**src/rtl/mod_exp_engine.sv**
```systemverilog
// Modular exponentiation engine: result = base^exponent mod modulus,
// LSB-first square-and-multiply with start/busy/done handshake and abort.
module mod_exp_engine #(
  parameter int WIDTH = 12,
  parameter int EXPW  = 12
) (
  input  logic             clk,
  input  logic             rst_n,
  input  logic             start,
  input  logic             abort,
  input  logic [WIDTH-1:0] base,
  input  logic [EXPW-1:0]  exponent,
  input  logic [WIDTH-1:0] modulus,
  output logic             busy,
  output logic             done,
  output logic [WIDTH-1:0] result,
  output logic             err
);

  typedef enum logic [1:0] {IDLE, LOAD, MUL, SQR} state_t;

  state_t           state, state_nxt;
  logic [WIDTH-1:0] x, x_nxt;
  logic [WIDTH-1:0] acc, acc_nxt;
  logic [WIDTH-1:0] n, n_nxt;
  logic [WIDTH-1:0] base_lat, base_lat_nxt;
  logic [WIDTH-1:0] result_nxt;
  logic [EXPW-1:0]  y, y_nxt;
  logic             busy_nxt, done_nxt, err_nxt;

  // Reduce a double-width value modulo m; a zero modulus yields zero.
  function automatic logic [WIDTH-1:0] mod_red(input logic [2*WIDTH-1:0] v,
                                               input logic [WIDTH-1:0]   m);
    logic [2*WIDTH-1:0] r;
    if (m == '0) r = '0;
    else         r = v % {{WIDTH{1'b0}}, m};
    return r[WIDTH-1:0];
  endfunction

  // Full 2*WIDTH-bit product, reduced only after the multiply.
  function automatic logic [WIDTH-1:0] mod_mul(input logic [WIDTH-1:0] a,
                                               input logic [WIDTH-1:0] b,
                                               input logic [WIDTH-1:0] m);
    logic [2*WIDTH-1:0] p;
    p = {{WIDTH{1'b0}}, a} * {{WIDTH{1'b0}}, b};
    return mod_red(p, m);
  endfunction

  always_comb begin
    state_nxt    = state;
    x_nxt        = x;
    acc_nxt      = acc;
    y_nxt        = y;
    n_nxt        = n;
    base_lat_nxt = base_lat;
    result_nxt   = result;
    busy_nxt     = busy;
    done_nxt     = 1'b0;
    err_nxt      = err;

    if (state != IDLE && abort) begin
      state_nxt = IDLE;
      busy_nxt  = 1'b0;
    end else begin
      case (state)
        IDLE: begin
          if (start) begin
            base_lat_nxt = base;
            y_nxt        = exponent;
            n_nxt        = modulus;
            busy_nxt     = 1'b1;
            err_nxt      = 1'b0;
            state_nxt    = LOAD;
          end
        end
        LOAD: begin
          if (n == '0) begin
            result_nxt = '0;
            err_nxt    = 1'b1;
            done_nxt   = 1'b1;
            busy_nxt   = 1'b0;
            state_nxt  = IDLE;
          end else begin
            x_nxt     = mod_red({{WIDTH{1'b0}}, base_lat}, n);
            acc_nxt   = mod_red({{(2*WIDTH-1){1'b0}}, 1'b1}, n);
            state_nxt = MUL;
          end
        end
        MUL: begin
          if (y == '0) begin
            result_nxt = acc;
            done_nxt   = 1'b1;
            busy_nxt   = 1'b0;
            state_nxt  = IDLE;
          end else begin
            if (y[0]) acc_nxt = mod_mul(acc, x, n);
            y_nxt     = y >> 1;
            state_nxt = SQR;
          end
        end
        SQR: begin
          x_nxt     = mod_mul(x, x, n);
          state_nxt = MUL;
        end
        default: state_nxt = IDLE;
      endcase
    end
  end

  always_ff @(posedge clk or negedge rst_n) begin
    if (!rst_n) begin
      state    <= IDLE;
      x        <= '0;
      acc      <= '0;
      y        <= '0;
      n        <= '0;
      base_lat <= '0;
      result   <= '0;
      busy     <= 1'b0;
      done     <= 1'b0;
      err      <= 1'b0;
    end else begin
      state    <= state_nxt;
      x        <= x_nxt;
      acc      <= acc_nxt;
      y        <= y_nxt;
      n        <= n_nxt;
      base_lat <= base_lat_nxt;
      result   <= result_nxt;
      busy     <= busy_nxt;
      done     <= done_nxt;
      err      <= err_nxt;
    end
  end

endmodule
```
**config.mk**
```make
export PLATFORM = sky130hd
export DESIGN_NAME = mod_exp_engine
export DESIGN_NICKNAME = d
export VERILOG_FILES = /design/src/rtl/mod_exp_engine.sv
export SDC_FILE = /design/constraint.sdc
export NUM_CORES = 2
export LEC_CHECK = 0
export BUFFER_PORTS_ARGS = -buffer_cell sky130_fd_sc_hd__buf_2
export CORE_MARGIN = 2
export CORE_UTILIZATION = 45
export CTS_CLUSTER_SIZE = 14
export DETAILED_ROUTE_END_ITERATION = 6
export PLACE_DENSITY = 0.64
export SLEW_MARGIN = 20
export SYNTH_ARGS = -nofsm -noshare
export SYNTH_HDL_FRONTEND = slang
export SYNTH_SLANG_ARGS = --single-unit
export TNS_END_PERCENT = 30
```
**constraint.sdc**
```tcl
create_clock -name clk -period 136.1 [get_ports clk]
set_clock_uncertainty 0.1 [all_clocks]
set_input_delay 6.805 -clock clk [delete_from_list [all_inputs] [get_ports clk]]
set_output_delay 6.805 -clock clk [all_outputs]
set_load 0.005 [all_outputs]
```
==> Yosys cells after proc, flatten, opt, wreduce, memory -nomap -nowiden <==
Index checks and enable logic that the tools add are counted.
{ "word_totals": {"register_bits": 77, "latch_bits": 0, "ramBits": 0, "romBits": 0, "out_inout_bits": 15, "wordCells": 77, "memories": 0} }
{ "classes": {"addsub": 0, "mul": 2, "n_div": 4, "order_cmp": 0, "n_eq_ne": 12, "shifts": 0, "muxes": 31, "n_bitwise": 1, "reduce_logical": 17} }
{ "ops": {"columns": ["op", "count"], "rows": [
  ["12-bit 2-to-1 mux", 10],
  ["12-bit case mux with 2 select lines", 4],
  ["24-bit by 12-bit modulo with 24-bit output", 2],
  ["12-bit by 12-bit multiplier with 24-bit output", 2],
  ["12-bit zero test", 2],
  ["1-bit by 12-bit modulo with 24-bit output, first input constant", 1],
  ["12-bit by 12-bit modulo with 24-bit output", 1],
  ["4-bit AND reduction", 4],
  ["2-bit inequality test, second input constant", 6],
  ["2-bit nonzero test", 5],
  ["1-bit 2-to-1 mux", 9],
  ["3-bit inequality test, second input constant", 3],
  ["2-bit 2-to-1 mux", 4],
  ["2-bit case mux with 4 select lines", 1],
  ["3-bit AND reduction", 2],
  ["5-bit AND reduction", 1],
  ["2-bit == test, second input constant", 2],
  ["1-bit case mux with 2 select lines", 2],
  ["4-bit nonzero test", 1],
  ["1-bit case mux with 3 select lines", 1],
  ["2-bit by 1-bit == test with 1-bit output, second input constant", 1],
  ["2-bit zero test", 1],
  ["1-bit logical AND", 1],
  ["1-bit inverter", 1]
]} }

==> Longest topological paths before layout <==
{ "depth": {"ltp_word": 6, "mapped_depth": 324, "mapped_depth_nobuf": 296} }

==> Worst setup path before layout <==
Ideal clock, no wire load.
{ "synth_timing": {"path_type": "register to register", "start": "reg x[8]", "end": "reg acc[0]", "setup_time_ns": 0.126, "arrival_time_ns": 62.556, "setup_slack_ns": 73.318, "stages_incl_launch_ff": 299, "period_less_slack_ns": 62.782, "cell_sequence": "dfrtp_1 -> clkbuf_1 -> clkbuf_1 -> nand2_1 -> fa_1 -> inv_1 -> fa_1 -> fa_1 -> fa_1 -> inv_1 -> fa_1 -> inv_1 -> ha_1 -> clkbuf_1 -> a21oi_1 -> o21ai_0 -> a311o_1 -> o221ai_1 -> [263 not listed] -> mux2_2 -> ha_1 -> o21ai_0 -> nand2b_1 -> a21o_1 -> a21o_1 -> a21o_1 -> a21o_1 -> a21o_1 -> a21o_1 -> o21ai_0 -> nand2b_1 -> a21oi_1 -> o21ai_0 -> a211oi_1 -> nand4b_1 -> buf_4 -> a221o_1"} }
{ "synth_between": {"elab_chain_len": 6} }
{ "synth_rtl": {"columns": ["item", "line_no", "source"], "rows": [
  ["start: declaration", "23", "logic [WIDTH-1:0] x, x_nxt;"],
  ["start signal: assignment", "124", "x <= x_nxt;"],
  ["12-bit by 12-bit multiplier with 24-bit output", "45", "p = {{WIDTH{1'b0}}, a} * {{WIDTH{1'b0}}, b};"],
  ["24-bit by 12-bit modulo with 24-bit output", "36", "else r = v % {{WIDTH{1'b0}}, m};"],
  ["12-bit 2-to-1 mux", "35", "if (m == '0) r = '0;"],
  ["12-bit 2-to-1 mux", "96", "if (y[0]) acc_nxt = mod_mul(acc, x, n);"],
  ["12-bit 2-to-1 mux", "90", "if (y == '0) begin"],
  ["12-bit case mux with 2 select lines", "65", "case (state)"],
  ["end signal: assignment", "125", "acc <= acc_nxt;"],
  ["end: declaration", "24", "logic [WIDTH-1:0] acc, acc_nxt;"]
]} }
Every way passes these cells. The select of a mux whose other input is x is not followed.
A chain may end at the register's enable or synchronous reset.

==> Worst setup path after layout <==
{ "layout_timing": {"start": "reg x[10]", "end": "reg acc[1]"} }
Same word-level chain as after synthesis.

==> results.md <==
Place:
- The last weighted congestion value of the routability-driven placer is 0.951.
- The number of port buffers is 54.
- Once detailed placement completed, the half-perimeter wirelength came to ~160000 um.

Die:
- In this run the core area contains 137 standard-cell rows.
- In this run the horizontal extent of the chip is about 380 um.
- The area enclosed by the die boundary is around 140000 um2.
- The floorplan step defined a core boundary enclosing 140000 um2.
- The number of top-level pins is between 50 and 60.
- For this configuration, the core starts out at a cell density of 45.4%.
- In this run the vertical extent of the chip is ~380 um.

Setup path:
- The source of the critical timing path is x[10]$_DFFE_PN0P_.
- The critical path is of the register to register type.
- The cell count of the worst reg-to-reg path is 281.
- The reg2reg setup slack is 63.50 ns.
- The startpoint kind of the worst setup timing path is a register.
- The data required time of the critical path is between 100 and 150 ns.
- The end point of the critical path is acc[1]$_DFFE_PN0P_.
- The reg-to-reg endpoint is acc[1]$_DFFE_PN0P_.
- The delay of the slowest cell on the worst path is roughly 0.9 ns.
- Counting stages on the worst path, the most repeated cell is sky130_fd_sc_hd__o21a_1.
- The launching point of the worst reg2reg path is x[10]$_DFFE_PN0P_.
- The critical path capture point type is a register.
- The slowest library cell on the worst path is sky130_fd_sc_hd__dfrtp_1.
- Data on the critical path arrives at its endpoint at roughly 73 ns.
- Along the worst path, the maximum fanout reaches 28.

Synth:
- The mean cell area of the mapped netlist is 7.30 um2.
- By area the synthesized netlist is led by sky130_fd_sc_hd__ha_1, sky130_fd_sc_hd__fa_1, sky130_fd_sc_hd__o21a_1, sky130_fd_sc_hd__nand2_1, sky130_fd_sc_hd__a21oi_1.
- The cell with the most instances after synthesis is sky130_fd_sc_hd__ha_1.
- The Yosys step of the flow raised 0 warnings.
- The number of flip-flops and latches in the synthesized netlist is 77.
- The library cell occupying the most area in the post-synthesis netlist is sky130_fd_sc_hd__ha_1.
- The dominant register cell in the synthesized netlist is sky130_fd_sc_hd__dfrtp_1.
- Counting instances in the post-synthesis netlist gives the leading cell types as sky130_fd_sc_hd__ha_1, sky130_fd_sc_hd__nand2_1, sky130_fd_sc_hd__nor2_1.
- The number of enable flip-flop cells after synthesis is 0.
- Counting flops with an async set or reset pin after synthesis yields a share of 100%.
- In this run the cell area of the synthesized design comes to around 63000 um2.
- The area fraction of the dominant cell type after synthesis is between 10% and 20%.
- The gate count of the mapped netlist is 8687.
- The post-synthesis cell type count is ~140.
- The share of the Yosys chip area taken by registers is 3.04%.

Clock tree:
- CTS built an H-tree with a depth of 3.
- Clock tree synthesis inserted a total of 9 buffers.
- The CTS tree is yes.
- No sink is reached through more buffers than the 2 on the longest clock path.
- The clock-pin slew reported for the worst setup and hold paths after clock tree synthesis is 0.08 ns.
- The count of hold-fix buffers inserted at cts is 0.
- CTS saw 77 sinks.
- The clock reaches the later pin of the worst-skew pair after between 0.4 and 0.5 ns.
- Gates resized during post-CTS repair numbered 0.
- The root buffer cell chosen for the clock tree is sky130_fd_sc_hd__clkbuf_16.
- The total setup buffers inserted after CTS is 0.

Min path:
- The min-delay analysis places its worst path in the category register to register.

Timing:
- Setup repair after global routing left no endpoint under its margin.
- The sum of negative setup slack is 0 ns.
- The fmax is approximately 0.014 GHz.
- Of the available clock period, the critical path in the final layout requires between 50 and 60%.
- The final count of hold timing violations is 0.
- The relative slew slack is a little under 30%.
- The slew at the pin with the worst max-slew slack is roughly 1.1 ns.
- Setup violations remaining at the end of the flow were counted as 0.
- The count of pins over their slew limit is 0.
- The final critical delay including setup and external delays is between 70 and 80 ns.

Run status:
- The checks that failed: DRC.
- The run finished, with violations left.

Route:
- Once detail routing completed, the nets flagged for antenna violations numbered 0.
- The wire length on met2 is around 87000 um.
- The via count is roughly 65000.
- The top routing layer in use is met5.
- Detailed routing placed a total of ~11000 um of wire on met3.
- The first TritonRoute pass finished after 7 iterations.
- Dividing the detail-routed via count by the number of cells gives 6.20.
- The number of violations reported at the end of detailed-routing iteration 0 is roughly 4800.
- After detailed routing, the number of remaining DRC violations is 5.
- For this block, wires on met1 add up to between 90000 and 100000 um.
- The total wire length is 196000 um.
- The post-detailed-route wirelength per cell is ~19 um.

Final layout:
- The number of nets in the final layout is 9808.
- Fill cells in the final layout number about 14000.
- Registers take slightly below 2000 um2.
- The count of inserted antenna diode cells is 0.
- Compared with the post-synthesis result, the final layout area differs by 4.07%.
- The area taken by multi-input logic gates is ~59000 um2.
- The fraction of final layout cells with drive strength greater than 1 is roughly 7.4%.

Global routing:
- The pin count of the biggest net entering global routing is 51.
- The via count of the first global-routing pass was about 61000.
- Summed over all layers, the global routing overflow is 0.
- The wire length of the first global-routing pass is around 320000 um.
- The number of antenna violations at the first check in global routing is 2.
- The combined global-route utilization of all metal layers is approximately a quarter.

Run:
- The number of violations of the max-capacitance limit is 0.
-- layout by cell type (no fill, tap or decap), types with 101 or more instances in the layout --
| master | n |
|---|---|
| sky130_fd_sc_hd__nor3_1 | 427 |
| sky130_fd_sc_hd__and2_1 | 158 |
| sky130_fd_sc_hd__inv_1 | 460 |
| sky130_fd_sc_hd__o211ai_1 | 105 |
| sky130_fd_sc_hd__fa_1 | 186 |
| sky130_fd_sc_hd__nor2_1 | 724 |
| sky130_fd_sc_hd__ha_1 | 992 |
| sky130_fd_sc_hd__o21a_1 | 432 |
| sky130_fd_sc_hd__mux2_2 | 237 |
| sky130_fd_sc_hd__mux2i_1 | 112 |
| sky130_fd_sc_hd__a21o_1 | 305 |
| sky130_fd_sc_hd__a21oi_1 | 574 |
| sky130_fd_sc_hd__nand4_1 | 109 |
| sky130_fd_sc_hd__nand2_1 | 802 |
| sky130_fd_sc_hd__o31ai_1 | 179 |
| sky130_fd_sc_hd__xor2_1 | 172 |
| sky130_fd_sc_hd__or3_1 | 101 |
| sky130_fd_sc_hd__nand3_1 | 168 |
| sky130_fd_sc_hd__nand2b_1 | 132 |
| sky130_fd_sc_hd__o21ai_0 | 436 |
| sky130_fd_sc_hd__xnor2_1 | 280 |
-- worst min path at each step --
stage                                start                      to  slack, ns  cells past startpoint
floorplan                 y[3]$_DFFE_PN0P_        y[3]$_DFFE_PN0P_       0.37                      2
global placement    result[10]$_DFFE_PN0P_  result[10]$_DFFE_PN0P_       0.37                      2
detailed placement   result[5]$_DFFE_PN0P_   result[5]$_DFFE_PN0P_       0.38                      2
CTS                  result[5]$_DFFE_PN0P_   result[5]$_DFFE_PN0P_       0.39                      2
global route         result[7]$_DFFE_PN0P_   result[7]$_DFFE_PN0P_       0.42                      2
finish               result[5]$_DFFE_PN0P_   result[5]$_DFFE_PN0P_       0.38                      2
-- cell type report --
type	count	share of cell area, %
Inverter	475	2.75
Timing Repair Buffer	137	1.36
Clock buffer	9	0.341
Sequential cell	77	2.92
Multi-Input combinational cell	7889	88.9
Tap cell	1876	3.56
Clock inverter	6	0.171
-- kinds of logic after synthesis --
logic type      count (synthesis)  synth area share, %
flops                          77                 3.04
buf+inv                       731                 4.55
other cells                     1              0.00591
simple gates                 3111                 24.3
xor+xnor                      453                 6.27
mux                           365                 6.30
fa+ha+maj                    1181                 25.5
compound gates               2768                 30.1
-- registers in the layout (all words and copies together) (netlist names), 2 cells and up --
name and cells:
n 12, acc 12, base_lat 12, y 12
x 12, result 12, state 2
-- worst max-delay path, delay by kind of cell, from the launching register on --
family                     cells  cell delay (ns)
AOI/OAI and AO/OA            157            36.21
and+or+nand+nor               75            19.21
adders and majority gates     30            10.69
muxes                          9             3.33
buffers and inverters          9             1.68
DFF                            1             0.92
xor gates and xnor gates       1             0.25
-- through the flow --
| step | util, % | hold WS, ns | area, um2 | setup WS (ns) | std cells |
|---|---|---|---|---|---|
| global placement | 47.0 | 0.366 | 65700 | 65.19 | 10454 |
| finish | 47.3 | 0.382 | 66000 | 63.50 | 10469 |
| global route | 47.3 | 0.421 | 66000 | 58.02 | 10469 |
| floorplan | - | 0.371 | 63500 | 73.32 | 8697 |
| CTS | 47.2 | 0.392 | 66000 | 64.07 | 10469 |
| detailed placement | 47.0 | 0.375 | 65700 | 64.30 | 10454 |
-- per-layer routing --
metal / vias to the layer above / GRT usage, %
li1: 32201 / -
met1: 30736 / 36.2
met2: 1668 / 43.3
met3: 261 / 3.23
met4: 2 / 6.81
met5: - / 0
Power is left out: the tool's default activity adds up to more than one toggle a clock period on the data nets, which glitch-free logic cannot reach.
